==> src/rtl/keypad_pkg.sv <==
// Shared types, sizes and the Pmod KYPD key map for the keypad scanner.
package keypad_pkg;

    localparam int unsigned NUM_ROWS   = 4;
    localparam int unsigned NUM_COLS   = 4;
    localparam int unsigned ROW_W      = $clog2(NUM_ROWS);
    localparam int unsigned COL_W      = $clog2(NUM_COLS);
    localparam int unsigned CODE_W     = 4;
    localparam int unsigned NUM_DIGITS = 8;
    localparam int unsigned DIGITS_W   = NUM_DIGITS * CODE_W;

    typedef enum logic [1:0] {
        SCAN,
        DEBOUNCE,
        HELD,
        RELEASE
    } state_t;

    // Hex legend printed on the keypad, indexed by row and column
    function automatic logic [CODE_W-1:0] key_map(input logic [ROW_W-1:0] row_idx,
                                                  input logic [COL_W-1:0] col_idx);
        logic [CODE_W-1:0] code;
        case ({row_idx, col_idx})
            4'h0: code = 4'h1;
            4'h1: code = 4'h2;
            4'h2: code = 4'h3;
            4'h3: code = 4'hA;
            4'h4: code = 4'h4;
            4'h5: code = 4'h5;
            4'h6: code = 4'h6;
            4'h7: code = 4'hB;
            4'h8: code = 4'h7;
            4'h9: code = 4'h8;
            4'hA: code = 4'h9;
            4'hB: code = 4'hC;
            4'hC: code = 4'h0;
            4'hD: code = 4'hF;
            4'hE: code = 4'hE;
            default: code = 4'hD;
        endcase
        return code;
    endfunction

    // Position of the (single) low bit in an active-low row vector
    function automatic logic [ROW_W-1:0] low_row_idx(input logic [NUM_ROWS-1:0] rows);
        logic [ROW_W-1:0] idx;
        idx = '0;
        for (int i = 0; i < int'(NUM_ROWS); i++) begin
            if (!rows[i]) idx = ROW_W'(i);
        end
        return idx;
    endfunction

endpackage

==> src/rtl/keypad_if.sv <==
// Keypad matrix pins plus the decoded key stream toward the display path.
interface keypad_if;
    import keypad_pkg::*;

    logic [NUM_ROWS-1:0] row;
    logic [NUM_COLS-1:0] col;
    logic                key_valid;
    logic [CODE_W-1:0]   key_code;
    logic                key_held;
    logic [DIGITS_W-1:0] digits;

    modport master (
        input  row,
        output col, key_valid, key_code, key_held, digits
    );

    modport slave (
        output row,
        input  col, key_valid, key_code, key_held, digits
    );
endinterface

==> src/rtl/sync_2ff.sv <==
// Two-flop synchronizer; resets to all-ones so idle pulled-up lines read inactive.
module sync_2ff #(
    parameter int unsigned WIDTH = 4
) (
    input  logic             clk,
    input  logic             reset,
    input  logic [WIDTH-1:0] d,
    output logic [WIDTH-1:0] q
);
    logic [WIDTH-1:0] meta;

    always_ff @(posedge clk) begin
        if (reset) begin
            meta <= '1;
            q    <= '1;
        end else begin
            meta <= d;
            q    <= meta;
        end
    end
endmodule

==> src/rtl/keypad_scanner.sv <==
// Column-scanning, debouncing 4x4 hex keypad reader with an 8-digit history register.
module keypad_scanner
    import keypad_pkg::*;
#(
    parameter int unsigned SETTLE_CYC   = 100,
    parameter int unsigned DEBOUNCE_CYC = 1000000
) (
    input  logic     clk,
    input  logic     reset,
    keypad_if.master kp
);
    localparam int unsigned SET_W = (SETTLE_CYC > 1) ? $clog2(SETTLE_CYC) : 1;
    localparam int unsigned DEB_W = (DEBOUNCE_CYC > 1) ? $clog2(DEBOUNCE_CYC) : 1;
    localparam logic [SET_W-1:0] SET_LAST = SET_W'(SETTLE_CYC - 1);
    localparam logic [DEB_W-1:0] DEB_LAST = DEB_W'(DEBOUNCE_CYC - 1);

    state_t              state, state_nxt;
    logic [COL_W-1:0]    col_idx, col_idx_nxt;
    logic [SET_W-1:0]    settle_cnt, settle_nxt;
    logic [DEB_W-1:0]    deb_cnt, deb_nxt;
    logic [NUM_ROWS-1:0] cap_row, cap_row_nxt;
    logic [COL_W-1:0]    cap_col, cap_col_nxt;
    logic [NUM_COLS-1:0] col_q;
    logic                valid_q, valid_nxt;
    logic [CODE_W-1:0]   code_q, code_nxt;
    logic                held_q, held_nxt;
    logic [DIGITS_W-1:0] digits_q, digits_nxt;

    logic [NUM_ROWS-1:0] rows_s;
    logic [NUM_ROWS-1:0] rows_low;
    logic                single_low;

    sync_2ff #(.WIDTH(NUM_ROWS)) u_row_sync (
        .clk   (clk),
        .reset (reset),
        .d     (kp.row),
        .q     (rows_s)
    );

    // Exactly one row pulled low; more than one is ghosting or a chord
    assign rows_low   = ~rows_s;
    assign single_low = (rows_low != '0) && ((rows_low & (rows_low - NUM_ROWS'(1))) == '0);

    always_ff @(posedge clk) begin
        if (reset) begin
            state      <= SCAN;
            col_idx    <= '0;
            settle_cnt <= '0;
            deb_cnt    <= '0;
            cap_row    <= '1;
            cap_col    <= '0;
            col_q      <= 4'b1110;
            valid_q    <= 1'b0;
            code_q     <= '0;
            held_q     <= 1'b0;
            digits_q   <= '0;
        end else begin
            state      <= state_nxt;
            col_idx    <= col_idx_nxt;
            settle_cnt <= settle_nxt;
            deb_cnt    <= deb_nxt;
            cap_row    <= cap_row_nxt;
            cap_col    <= cap_col_nxt;
            col_q      <= ~(NUM_COLS'(1) << col_idx_nxt);
            valid_q    <= valid_nxt;
            code_q     <= code_nxt;
            held_q     <= held_nxt;
            digits_q   <= digits_nxt;
        end
    end

    always_comb begin
        state_nxt   = state;
        col_idx_nxt = col_idx;
        settle_nxt  = settle_cnt;
        deb_nxt     = deb_cnt;
        cap_row_nxt = cap_row;
        cap_col_nxt = cap_col;
        valid_nxt   = 1'b0;
        code_nxt    = code_q;
        held_nxt    = held_q;
        digits_nxt  = digits_q;

        case (state)
            SCAN: begin
                if (settle_cnt == SET_LAST) begin
                    settle_nxt = '0;
                    if (single_low) begin
                        cap_row_nxt = rows_s;
                        cap_col_nxt = col_idx;
                        deb_nxt     = '0;
                        state_nxt   = DEBOUNCE;
                    end else begin
                        col_idx_nxt = col_idx + COL_W'(1);
                    end
                end else begin
                    settle_nxt = settle_cnt + SET_W'(1);
                end
            end
            DEBOUNCE: begin
                if (rows_s != cap_row) begin
                    settle_nxt = '0;
                    deb_nxt    = '0;
                    state_nxt  = SCAN;
                end else if (deb_cnt == DEB_LAST) begin
                    valid_nxt  = 1'b1;
                    code_nxt   = key_map(low_row_idx(cap_row), cap_col);
                    digits_nxt = {digits_q[DIGITS_W-CODE_W-1:0], code_nxt};
                    held_nxt   = 1'b1;
                    deb_nxt    = '0;
                    state_nxt  = HELD;
                end else begin
                    deb_nxt = deb_cnt + DEB_W'(1);
                end
            end
            HELD: begin
                if (rows_s == '1) begin
                    deb_nxt   = '0;
                    state_nxt = RELEASE;
                end
            end
            RELEASE: begin
                if (rows_s != '1) begin
                    deb_nxt   = '0;
                    state_nxt = HELD;
                end else if (deb_cnt == DEB_LAST) begin
                    held_nxt    = 1'b0;
                    col_idx_nxt = col_idx + COL_W'(1);
                    settle_nxt  = '0;
                    deb_nxt     = '0;
                    state_nxt   = SCAN;
                end else begin
                    deb_nxt = deb_cnt + DEB_W'(1);
                end
            end
            default: state_nxt = SCAN;
        endcase
    end

    assign kp.col       = col_q;
    assign kp.key_valid = valid_q;
    assign kp.key_code  = code_q;
    assign kp.key_held  = held_q;
    assign kp.digits    = digits_q;

endmodule
==> src/flat_wrapper.sv <==
// flat-port wrapper written by rule: the top's interface ports become plain ports
module keypad_scanner_flat import keypad_pkg::*;
#(
    parameter int unsigned SETTLE_CYC   = 100,
    parameter int unsigned DEBOUNCE_CYC = 1000000
)
  (clk, reset, kp_row, kp_col, kp_key_valid, kp_key_code, kp_key_held, kp_digits);
  keypad_if kp_i ();
  input  logic clk;
  input  logic reset;
  input wire logic [$bits(kp_i.row)-1:0] kp_row;
  output wire logic [$bits(kp_i.col)-1:0] kp_col;
  output wire logic [$bits(kp_i.key_valid)-1:0] kp_key_valid;
  output wire logic [$bits(kp_i.key_code)-1:0] kp_key_code;
  output wire logic [$bits(kp_i.key_held)-1:0] kp_key_held;
  output wire logic [$bits(kp_i.digits)-1:0] kp_digits;
  assign kp_i.row = kp_row;
  assign kp_col = kp_i.col;
  assign kp_key_valid = kp_i.key_valid;
  assign kp_key_code = kp_i.key_code;
  assign kp_key_held = kp_i.key_held;
  assign kp_digits = kp_i.digits;
  keypad_scanner #(.SETTLE_CYC(SETTLE_CYC), .DEBOUNCE_CYC(DEBOUNCE_CYC)) u_core (.clk(clk), .reset(reset), .kp(kp_i));
endmodule
==> config.mk <==
export PLATFORM = sky130hd
export DESIGN_NAME = keypad_scanner_flat
export DESIGN_NICKNAME = d
export VERILOG_FILES = /design/src/rtl/keypad_pkg.sv /design/src/rtl/keypad_if.sv /design/src/rtl/sync_2ff.sv /design/src/rtl/keypad_scanner.sv /design/src/flat_wrapper.sv
export SDC_FILE = /design/constraint.sdc
export NUM_CORES = 1
export LEC_CHECK = 0
export ABC_AREA = 1
export CAP_MARGIN = 20
export CELL_PAD_IN_SITES_DETAIL_PLACEMENT = 0
export CELL_PAD_IN_SITES_GLOBAL_PLACEMENT = 1
export CORE_MARGIN = 4
export CORE_UTILIZATION = 44
export DETAILED_ROUTE_END_ITERATION = 8
export MAX_ROUTING_LAYER = met4
export PLACE_DENSITY = 0.95
export SLEW_MARGIN = 20
export SYNTH_ARGS = -nofsm -noshare
export SYNTH_HDL_FRONTEND = slang
export SYNTH_SLANG_ARGS = --single-unit
==> constraint.sdc <==
create_clock -name clk -period 2.8 [get_ports clk]
set_clock_uncertainty 0.2 [all_clocks]
set_input_delay 0.42 -clock clk [delete_from_list [all_inputs] [get_ports clk]]
set_output_delay 0.42 -clock clk [all_outputs]
set_load 0.02 [all_outputs]
Yosys cells after proc, flatten, opt, wreduce, memory -nomap -nowiden
Memory sizes are Yosys's and may differ from the RTL's.
Cells that the tools add are included.
Word-level totals
  memories: 1
  register bits: 87
  output and inout port bits: 42
  input bits: 6
  bits in read-only memories: 64
  bits in latches: 0
  word-level logic and storage cells: 92
  bits in writable memories: 0
Memories
  (no name shown): depth 16, bits a word 4, rd ports 1, clocked after memory_dff 0, write ports 0, line keypad_pkg.sv:23  | case ({row_idx, col_idx})
Operators by class
  shift operators: 1
  divide/modulo/power cells: 0
  bitwise logic cells: 5
  $lt $le $gt $ge: 0
  reductions and logical operators: 13
  mux-type cells: 37
  multiply operators: 0
  equal/unequal tests: 18
  add/sub/neg operators: 4
Operator list (count)
  2-to-1 mux 20 bit: 6
  one-hot mux 20 bit (4 select lines): 1
  2-to-1 mux 2 bit: 16
  2-to-1 mux 7 bit: 4
  one-hot mux 7 bit (3 select lines): 1
  adder 20 x 1 -> 20 bit, second input constant: 1
  equality test 20 bit, second input constant: 1
  inequality test 2 x 1 -> 1 bit, second input constant: 6
  AND reduction 5 bit: 2
  AND reduction 3 bit: 3
  inverter 4 bit: 2
  one-hot mux 2 bit (4 select lines): 1
  adder 7 x 1 -> 7 bit, second input constant: 1
  equality test 7 bit, second input constant: 1
  2-to-1 mux 1 bit: 6
  inequality test 3 x 1 -> 1 bit, second input constant: 2
  bitwise AND 4 bit: 1
  equality test 2 bit, second input constant: 2
  equality test 4 bit, second input constant: 1
  zero test 4 bit: 1
  inequality test 2 bit, second input constant: 2
  inequality test 4 bit: 1
  inequality test 4 bit, second input constant: 1
  one-hot mux 2 bit (2 select lines): 1
  other kinds (13): 14

Depth between registers and ports, before layout
Gate-level depths: netlist (run 1).
  depth after elaboration: 10
  depth in mapped cells: 12
  mapped depth without buffers: 12

By module
From an unflattened synthesis (run 1), not the netlist that was laid out.
Second synthesis, totals
  cell total of the unflattened synthesis: 574
  area, all modules: 4033.9 um^2
By module, submodules not included
  keypad_scanner: times used 1, cells each 549, area each 3809.9 um^2
  sync_2ff: times used 1, cells each 25, area each 224.0 um^2

Least setup slack after synthesis (run 1)
No wires, ideal clock.
  path type: reg2reg
  start: register u_core.state[1]
  end: register u_core.settle_cnt[2]
  arrival time: 1.613 ns
  clock period less this slack: 1.884 ns
  required time: 2.530 ns
  setup slack: 0.916 ns
  stages on the path, launching flop included: 8
  cell sequence: dfxtp_1 > inv_1 > ha_1 > or2_2 > clkbuf_1 > nor4_1 > nand3_1 > a21oi_1
Between the ends
  cells in the longest elaborated chain, start to end: 3
RTL lines
  from (decl): line keypad_scanner.sv:17  | state_t state, state_nxt;
  from (signal assigned): line keypad_scanner.sv:58  | state <= state_nxt;
  equality test 2 bit, or another cell as far along: line keypad_scanner.sv:84  | case (state)
  inequality test 2 x 1 -> 1 bit (no source line), or another cell as far along
  AND reduction 4 bit (no source line)
  to (signal assigned): line keypad_scanner.sv:60  | settle_cnt <= settle_nxt;
  to (decl): line keypad_scanner.sv:19  | logic [SET_W-1:0] settle_cnt, settle_nxt;
Parallel ways exist; a longest one is shown, timed or not.
A chain may end at the register's enable or synchronous reset.

Final worst setup path (run 1)
  start: register u_core.deb_cnt[0]
  end: register u_core.digits_q[1], in the netlist u_core.kp.digits[1]
Between the ends
  cells in the longest elaborated chain, start to end: 2
RTL lines
  from (decl): line keypad_scanner.sv:20  | logic [DEB_W-1:0] deb_cnt, deb_nxt;
  from (signal assigned): line keypad_scanner.sv:61  | deb_cnt <= deb_nxt;
  equality test 20 bit: line keypad_scanner.sv:105  | end else if (deb_cnt == DEB_LAST) begin
  AND reduction 3 bit (no source line)
  to (signal assigned): line keypad_scanner.sv:68  | digits_q <= digits_nxt;
  to (decl): line keypad_scanner.sv:27  | logic [DIGITS_W-1:0] digits_q, digits_nxt;
Every way passes these cells.

==> results of run 1 <==
==> power by group <==
group | switching [W] | internal [W]
combinational | 0.000154 | 0.0000743
sequential | 0.0000197 | 0.00120
clock | 0.000477 | 0.000365
==> cell families after synthesis <==
family / count (synthesis) / share of synthesized area (%)
buffers and inverters: 77 / 8.28
AND/OR/NAND/NOR: 345 / 38.1
flip-flops: 83 / 38.3
AO/OA/AOI/OAI: 86 / 11.0
adder cells (fa/ha/maj): 10 / 2.89
XOR/XNOR: 7 / 1.41
==> metal layers <==
metal,GRT usage (%),vias up,routed length [um]
met5,-,-,0
met4,4.84,0,123
met3,3.60,10,385
met2,30.3,89,5040
met1,23.8,1794,4670
li1,-,2056,-
==> layout make-up <==
class | count | area [um^2] | share of cell area (%)
Tap cell | 129 | 161 | 3.21
Inverter | 52 | 200 | 3.98
Multi-Input combinational cell | 448 | 2310 | 46.0
Clock inverter | 6 | 52.6 | 1.05
Sequential cell | 83 | 1660 | 33.0
Clock buffer | 10 | 138 | 2.74
Timing Repair Buffer | 51 | 500 | 9.95
==> through the flow <==
stage / total power (W) / std cells / setup slack (ns) / util, % / hold WS [ns]
floorplan: 0.00143 / 608 / 0.916 / - / 0.189
global placement: 0.00146 / 763 / 0.707 / 51.4 / 0.192
detailed placement: 0.00147 / 763 / 0.633 / 51.4 / 0.194
CTS: 0.00231 / 779 / 0.634 / 53.4 / 0.217
global route: 0.00238 / 779 / 0.460 / 53.4 / 0.236
finish: 0.00229 / 779 / 0.654 / 53.4 / 0.215
==> worst reg2reg max path, stage by stage (launching register included) <==
cell     delay [ns]
dfxtp_1        0.39
ha_1           0.38
nand3_4        0.16
nor2_8         0.18
nand2_4        0.10
nor2_8         0.38
o21ai_0        0.14
a31oi_1        0.16
==> sequential cells by signal, summed over array words and instances (netlist names), 2 cells and up <==
name,count
u_core.settle_cnt,7
u_core.kp.col,4
u_core.col_idx,2
u_core.state,2
u_core.u_row_sync.meta,4
u_core.cap_row,4
u_core.u_row_sync.q,4
u_core.cap_col,2
u_core.kp.digits,32
u_core.deb_cnt,20
==> worst paths after layout <==
| path | endpoint | cells after the start |
|---|---|---|
| min reg2reg | u_core.u_row_sync.q[0] | 1 |
| min | u_core.u_row_sync.q[0] | 1 |
| max reg2reg | u_core.kp.digits[1] | 7 |
| max | u_core.kp.digits[1] | 7 |
==> layout by cell type (no fill, tap or decap), drive strengths merged <==
cell type | synthesis | final
a211oi | 1 | 1
a21oi | 31 | 31
a31oi | 1 | 1
buf | 15 | 4
clkbuf | 10 | 10
clkdlybuf4s50 | 0 | 47
clkinv | 0 | 1
dfxtp | 83 | 83
ha | 10 | 10
inv | 52 | 57
nand2 | 124 | 124
nand3 | 53 | 53
nand3b | 3 | 3
nand4 | 19 | 19
nor2 | 125 | 125
nor3 | 9 | 9
nor4 | 1 | 1
o211ai | 3 | 3
o21ai | 45 | 45
o21bai | 4 | 4
o22ai | 1 | 1
or2 | 11 | 11
xnor2 | 3 | 3
xor2 | 4 | 4
==> results_dict.tcl, run 1 <==
set metrics [dict create \
    outcome "completed" \
    synth.most_common_cell "nor2_1" \
    cts_tree "built" \
    die_area_mm2 0.0115 \
    wl_um 10200 \
    ctsResizeCount 0 \
    grt_pass1_wl_um 17200 \
    cts_num_sinks 83 \
    crit_family "simple AND/OR/NAND/NOR gates" \
    grt_pass1_vias 3587 \
    hp-class "reg2reg" \
    drc_errors 0 \
    grt_max_degree 54 \
    final.period_utilization_pct 76.6 \
    final_area_mm2 0.00503 \
    critPathCaptureType "register" \
    grt-ovfl-total 0 \
    ios 48 \
    synthCells 608 \
    max_freq_mhz 466 \
    synthArstFlopShare_pct 0 \
    synth_top_cell_by_area "dfxtp_1" \
    r2r_start "u_core.deb_cnt[0]" \
    critical_path.slowest_cell "dfxtp_1" \
    path_cells "ha_1 -> nand3_4 -> nor2_8 -> nand2_4 -> nor2_8 -> o21ai_0 -> a31oi_1" \
    diodes 0 \
    leakagePower_nw 2.12 \
    cts_hold_buf 0 \
    ys_ff_latch 83 \
    dieWidth_um 107 \
    yosys-top-cells-count "nor2_1, nand2_1, dfxtp_1" \
    cts.clk_slew.worst_paths_ns 0.09 \
    path_buf_inv 0 \
    syn-num-nets 624 \
    syn-cell-area_mm2 0.00434 \
    post_cts_buffers 0 \
    synthFlopType "dfxtp_1" \
    period_needed_ns 2.15 \
    first_iter_violations 207 \
    cap_violations 0 \
    syn_avg_cell_area_um2 7.13 \
    max_stage_delay_ns 0.39 \
    powerDensity_mw_per_mm2 455 \
    vias_per_cell 5.07 \
    slew_headroom_pct 65.1 \
    h-tree-depth 3 \
    core_mm2 0.00942 \
    floorplan.initialDensity_pct 46.0 \
    r2r_slack_ns 0.65 \
    path_max_fanout 35 \
    holdCritStartpoint "u_core.u_row_sync.meta[0]" \
    gp_congestion 0.954 \
    grtUsageTotal_pct 18.6 \
    grt_setup_unrepaired "no" \
    hpwl_um 7260 \
    ys_types 41 \
    critPathKind "reg2reg" \
    vias 3949 \
    finalHoldViolations 0 \
    finalSetupViolCount 0 \
    antenna_found_initial 0 \
    synth_area_leaders "dfxtp_1, nor2_1, nand2_1" \
    critPathRequiredTime_ns 2.88 \
    wl_per_cell_um 13.1 \
    drive_gt1_share_pct 11.1 \
    yosys_warnings 0 \
    num-fill-cells 927 \
    cts-root-buf "clkbuf_8" \
    worst_pin_slew_ns 0.523 \
    cp-start-kind "register" \
    synth_top_cell_area_share_pct 38.3 \
    die_h_um 107 \
    slew_violations 0 \
    peakVddDrop_mv 0.304 \
    yosysSeqAreaShare_pct 38.3 \
    portBuffers 47 \
    drt-pass1-iter-count 4 \
    finalNetCount 661 \
    cts_max_path_buffers 2 \
    cp.arrival_ns 2.23 \
    placed_area_mm2 0.00484 \
    ant_nets 0 \
    startpoint "u_core.deb_cnt[0]" \
    worst_path_most_repeated_cell "nor2_8" \
    synth_edf_count 0 \
    setup_tns_ns 0 \
    rows 35 \
    area_delta_synth_final_pct 16.0 \
    numCtsBuffers 9 \
    worstSkewPairLatency_ns 0.35 \
]
Note: power is estimated with default switching activity, not from simulation.
==> run 2: changes to the inputs <==
--- a/config.mk
+++ b/config.mk
@@ -10,10 +10,10 @@
 export CELL_PAD_IN_SITES_DETAIL_PLACEMENT = 0
 export CELL_PAD_IN_SITES_GLOBAL_PLACEMENT = 1
 export CORE_MARGIN = 4
-export CORE_UTILIZATION = 44
+export CORE_UTILIZATION = 41
 export DETAILED_ROUTE_END_ITERATION = 8
 export MAX_ROUTING_LAYER = met4
-export PLACE_DENSITY = 0.95
+export PLACE_DENSITY = 0.92
 export SLEW_MARGIN = 20
 export SYNTH_ARGS = -nofsm -noshare
 export SYNTH_HDL_FRONTEND = slang
==> constraint.sdc (replaced) <==
create_clock -name clk -period 2 [get_ports clk]
set_clock_uncertainty 0.2 [all_clocks]
set_input_delay 0.3 -clock clk [delete_from_list [all_inputs] [get_ports clk]]
set_output_delay 0.3 -clock clk [all_outputs]
set_load 0.02 [all_outputs]
==> results_dict.tcl, run 2 (same netlist as run 1, synthesis figures left out) <==
set metrics [dict create \
    numCtsBuffers 9 \
    grt_pass1_wl_um 19000 \
    grt-ovfl-total 0 \
    gp_congestion 0.910 \
    wl_per_cell_um 13.5 \
    slew_headroom_pct 77.6 \
    vias_per_cell 5.04 \
    hold_end "u_core.u_row_sync.q[1]" \
    rows 37 \
    path_max_fanout 16 \
    powerDensity_mw_per_mm2 611 \
    worstSkewPairLatency_ns 0.35 \
    hp-class "reg2reg" \
    hold_depth 1 \
    cts_num_sinks 83 \
    drc_errors 0 \
    h-tree-depth 3 \
    slew_violations 0 \
    diodes 0 \
    floorplan.initialDensity_pct 42.0 \
    grtUsageTotal_pct 18.6 \
    die_h_um 111 \
    top_usage_layer "met2" \
    finalSetupViolCount 0 \
    power.total_w 0.00329 \
    final.period_utilization_pct 95.3 \
    critPathRequiredTime_ns 2.05 \
    drt-pass1-iter-count 4 \
    antenna_found_initial 0 \
    outcome "completed" \
    reg2reg_depth 8 \
    area_delta_synth_final_pct 24.2 \
    period_needed_ns 1.91 \
    path_cells "inv_1 -> ha_1 -> nand2_2 -> nand2_4 -> inv_6 -> nand2_4 -> nand2_2 -> nor2_1" \
    grt_max_degree 44 \
    worst_pin_slew_ns 0.333 \
    finalHoldViolations 0 \
    portBuffers 47 \
    r2r_start "u_core.state[0]" \
    critical_path.slowest_cell "dfxtp_1" \
    use_met2_pct 30.2 \
    core_mm2 0.0103 \
    grt_setup_unrepaired "yes" \
    peakVddDrop_mv 0.647 \
    critPathKind "reg2reg" \
    first_iter_violations 366 \
    final_area_mm2 0.00538 \
    cts_tree "built" \
    dp.cells 791 \
    use_met1_pct 24.4 \
    cp.arrival_ns 1.95 \
    vias 4110 \
    setup_tns_ns 0 \
    critPathCaptureType "register" \
    hpwl_um 7940 \
    max_freq_mhz 525 \
    mostFrequentLayoutCell "nor2_1" \
    wl_um 11000 \
    die_area_mm2 0.0123 \
    holdCritStartpoint "u_core.u_row_sync.meta[1]" \
    instances_no_fill 816 \
    largest_register_ffs 32 \
    max_stage_delay_ns 0.42 \
    cts.clk_slew.worst_paths_ns 0.09 \
    cap_violations 0 \
    ios 48 \
    drive_gt1_share_pct 17.2 \
    final_cell_mix "nor2_1, nand2_1, dfxtp_1" \
    reg2reg_to "u_core.deb_cnt[4]" \
    finalNetCount 691 \
    use_met3_pct 3.11 \
    cts_max_path_buffers 2 \
    cp-start-kind "register" \
    grt_pass1_vias 3943 \
    dieWidth_um 111 \
    leakagePower_nw 2.30 \
    placed_area_mm2 0.00505 \
    ant_nets 0 \
    r2r_slack_ns 0.09 \
    cts-root-buf "clkbuf_8" \
]
## run 2: cell count changes in the layout (fill, tap and decap cells not counted), moves of 2 or more
cell,before,now
dfxtp_1,83,73
nor2_4,5,7
buf_4,4,28
dfxtp_2,0,10
nor2_1,115,113
buf_12,0,5
## run 2: where the power goes
group          leakage [nW]  internal, W  switching [W]  total [W]
clock                 0.100     0.000514       0.000668    0.00118
combinational          1.52     0.000156       0.000256   0.000412
sequential            0.676      0.00168      0.0000183    0.00169
## run 2: worst max path at each step
stage               cells past startpoint              startpoint                   end  slack, ns
floorplan                               7         u_core.state[1]  u_core.settle_cnt[2]       0.12
global placement                       11       u_core.deb_cnt[9]      u_core.kp.col[0]       0.08
detailed placement                      8         u_core.state[0]     u_core.deb_cnt[2]       0.06
CTS                                     8         u_core.state[0]     u_core.deb_cnt[5]       0.04
global route                           10  u_core.u_row_sync.q[1]     u_core.deb_cnt[5]      -0.06
finish                                  8         u_core.state[0]     u_core.deb_cnt[4]       0.09
## run 2: layer usage
layer  up-vias  share of wire [%]
li1       2114                  -
met1      1906                 46
met2        78                 48
met3        12                4.5
met4         0               0.92
met5         -                  0
## run 2: critical path: cells and delay by family (launching register included)
family	cells	cell delay [ns]
adders and majority gates	1	0.27
buffers and inverters	2	0.26
DFF	1	0.42
and+or+nand+nor	5	0.66
## run 2: area by class of cell
type                       count  area (um^2)
fill                        1032         4940
multi-input combinational    449         2360
sequential                    83         1670
timing repair buffer          80          781
inverter                      52          200
tap                          136          170
clock buffer                  10          138
clock inverter                 6         55.1
## run 2: per-stage QoR
stage                     setup WS, ns  hold slack, ns  util (%)
after floorplan                  0.116           0.189         -
after global placement          0.0769           0.199      49.0
after detailed placement        0.0641           0.200      49.0
after CTS                       0.0367           0.220      50.8
after global routing           -0.0619           0.223      52.1
final                           0.0938           0.215      52.1
## run 2: what timing repair did
| action | 4_1_cts | 5_1_grt |
|---|---|---|
| endpoints found under the setup margin | 0 | 58 |
| gates resized for setup | 0 | 21 |
| buffers inserted | 0 | 8 |
| hold buffers | 0 | 0 |
==> run 3: changes to the inputs <==
--- a/config.mk
+++ b/config.mk
@@ -14,6 +14,7 @@
 export DETAILED_ROUTE_END_ITERATION = 8
 export MAX_ROUTING_LAYER = met4
 export PLACE_DENSITY = 0.92
+export SKIP_CTS_REPAIR_TIMING = 1
 export SLEW_MARGIN = 20
 export SYNTH_ARGS = -nofsm -noshare
 export SYNTH_HDL_FRONTEND = slang
==> results of run 3 <==
Final layout, timing and power as in run 2 (identical DEF).
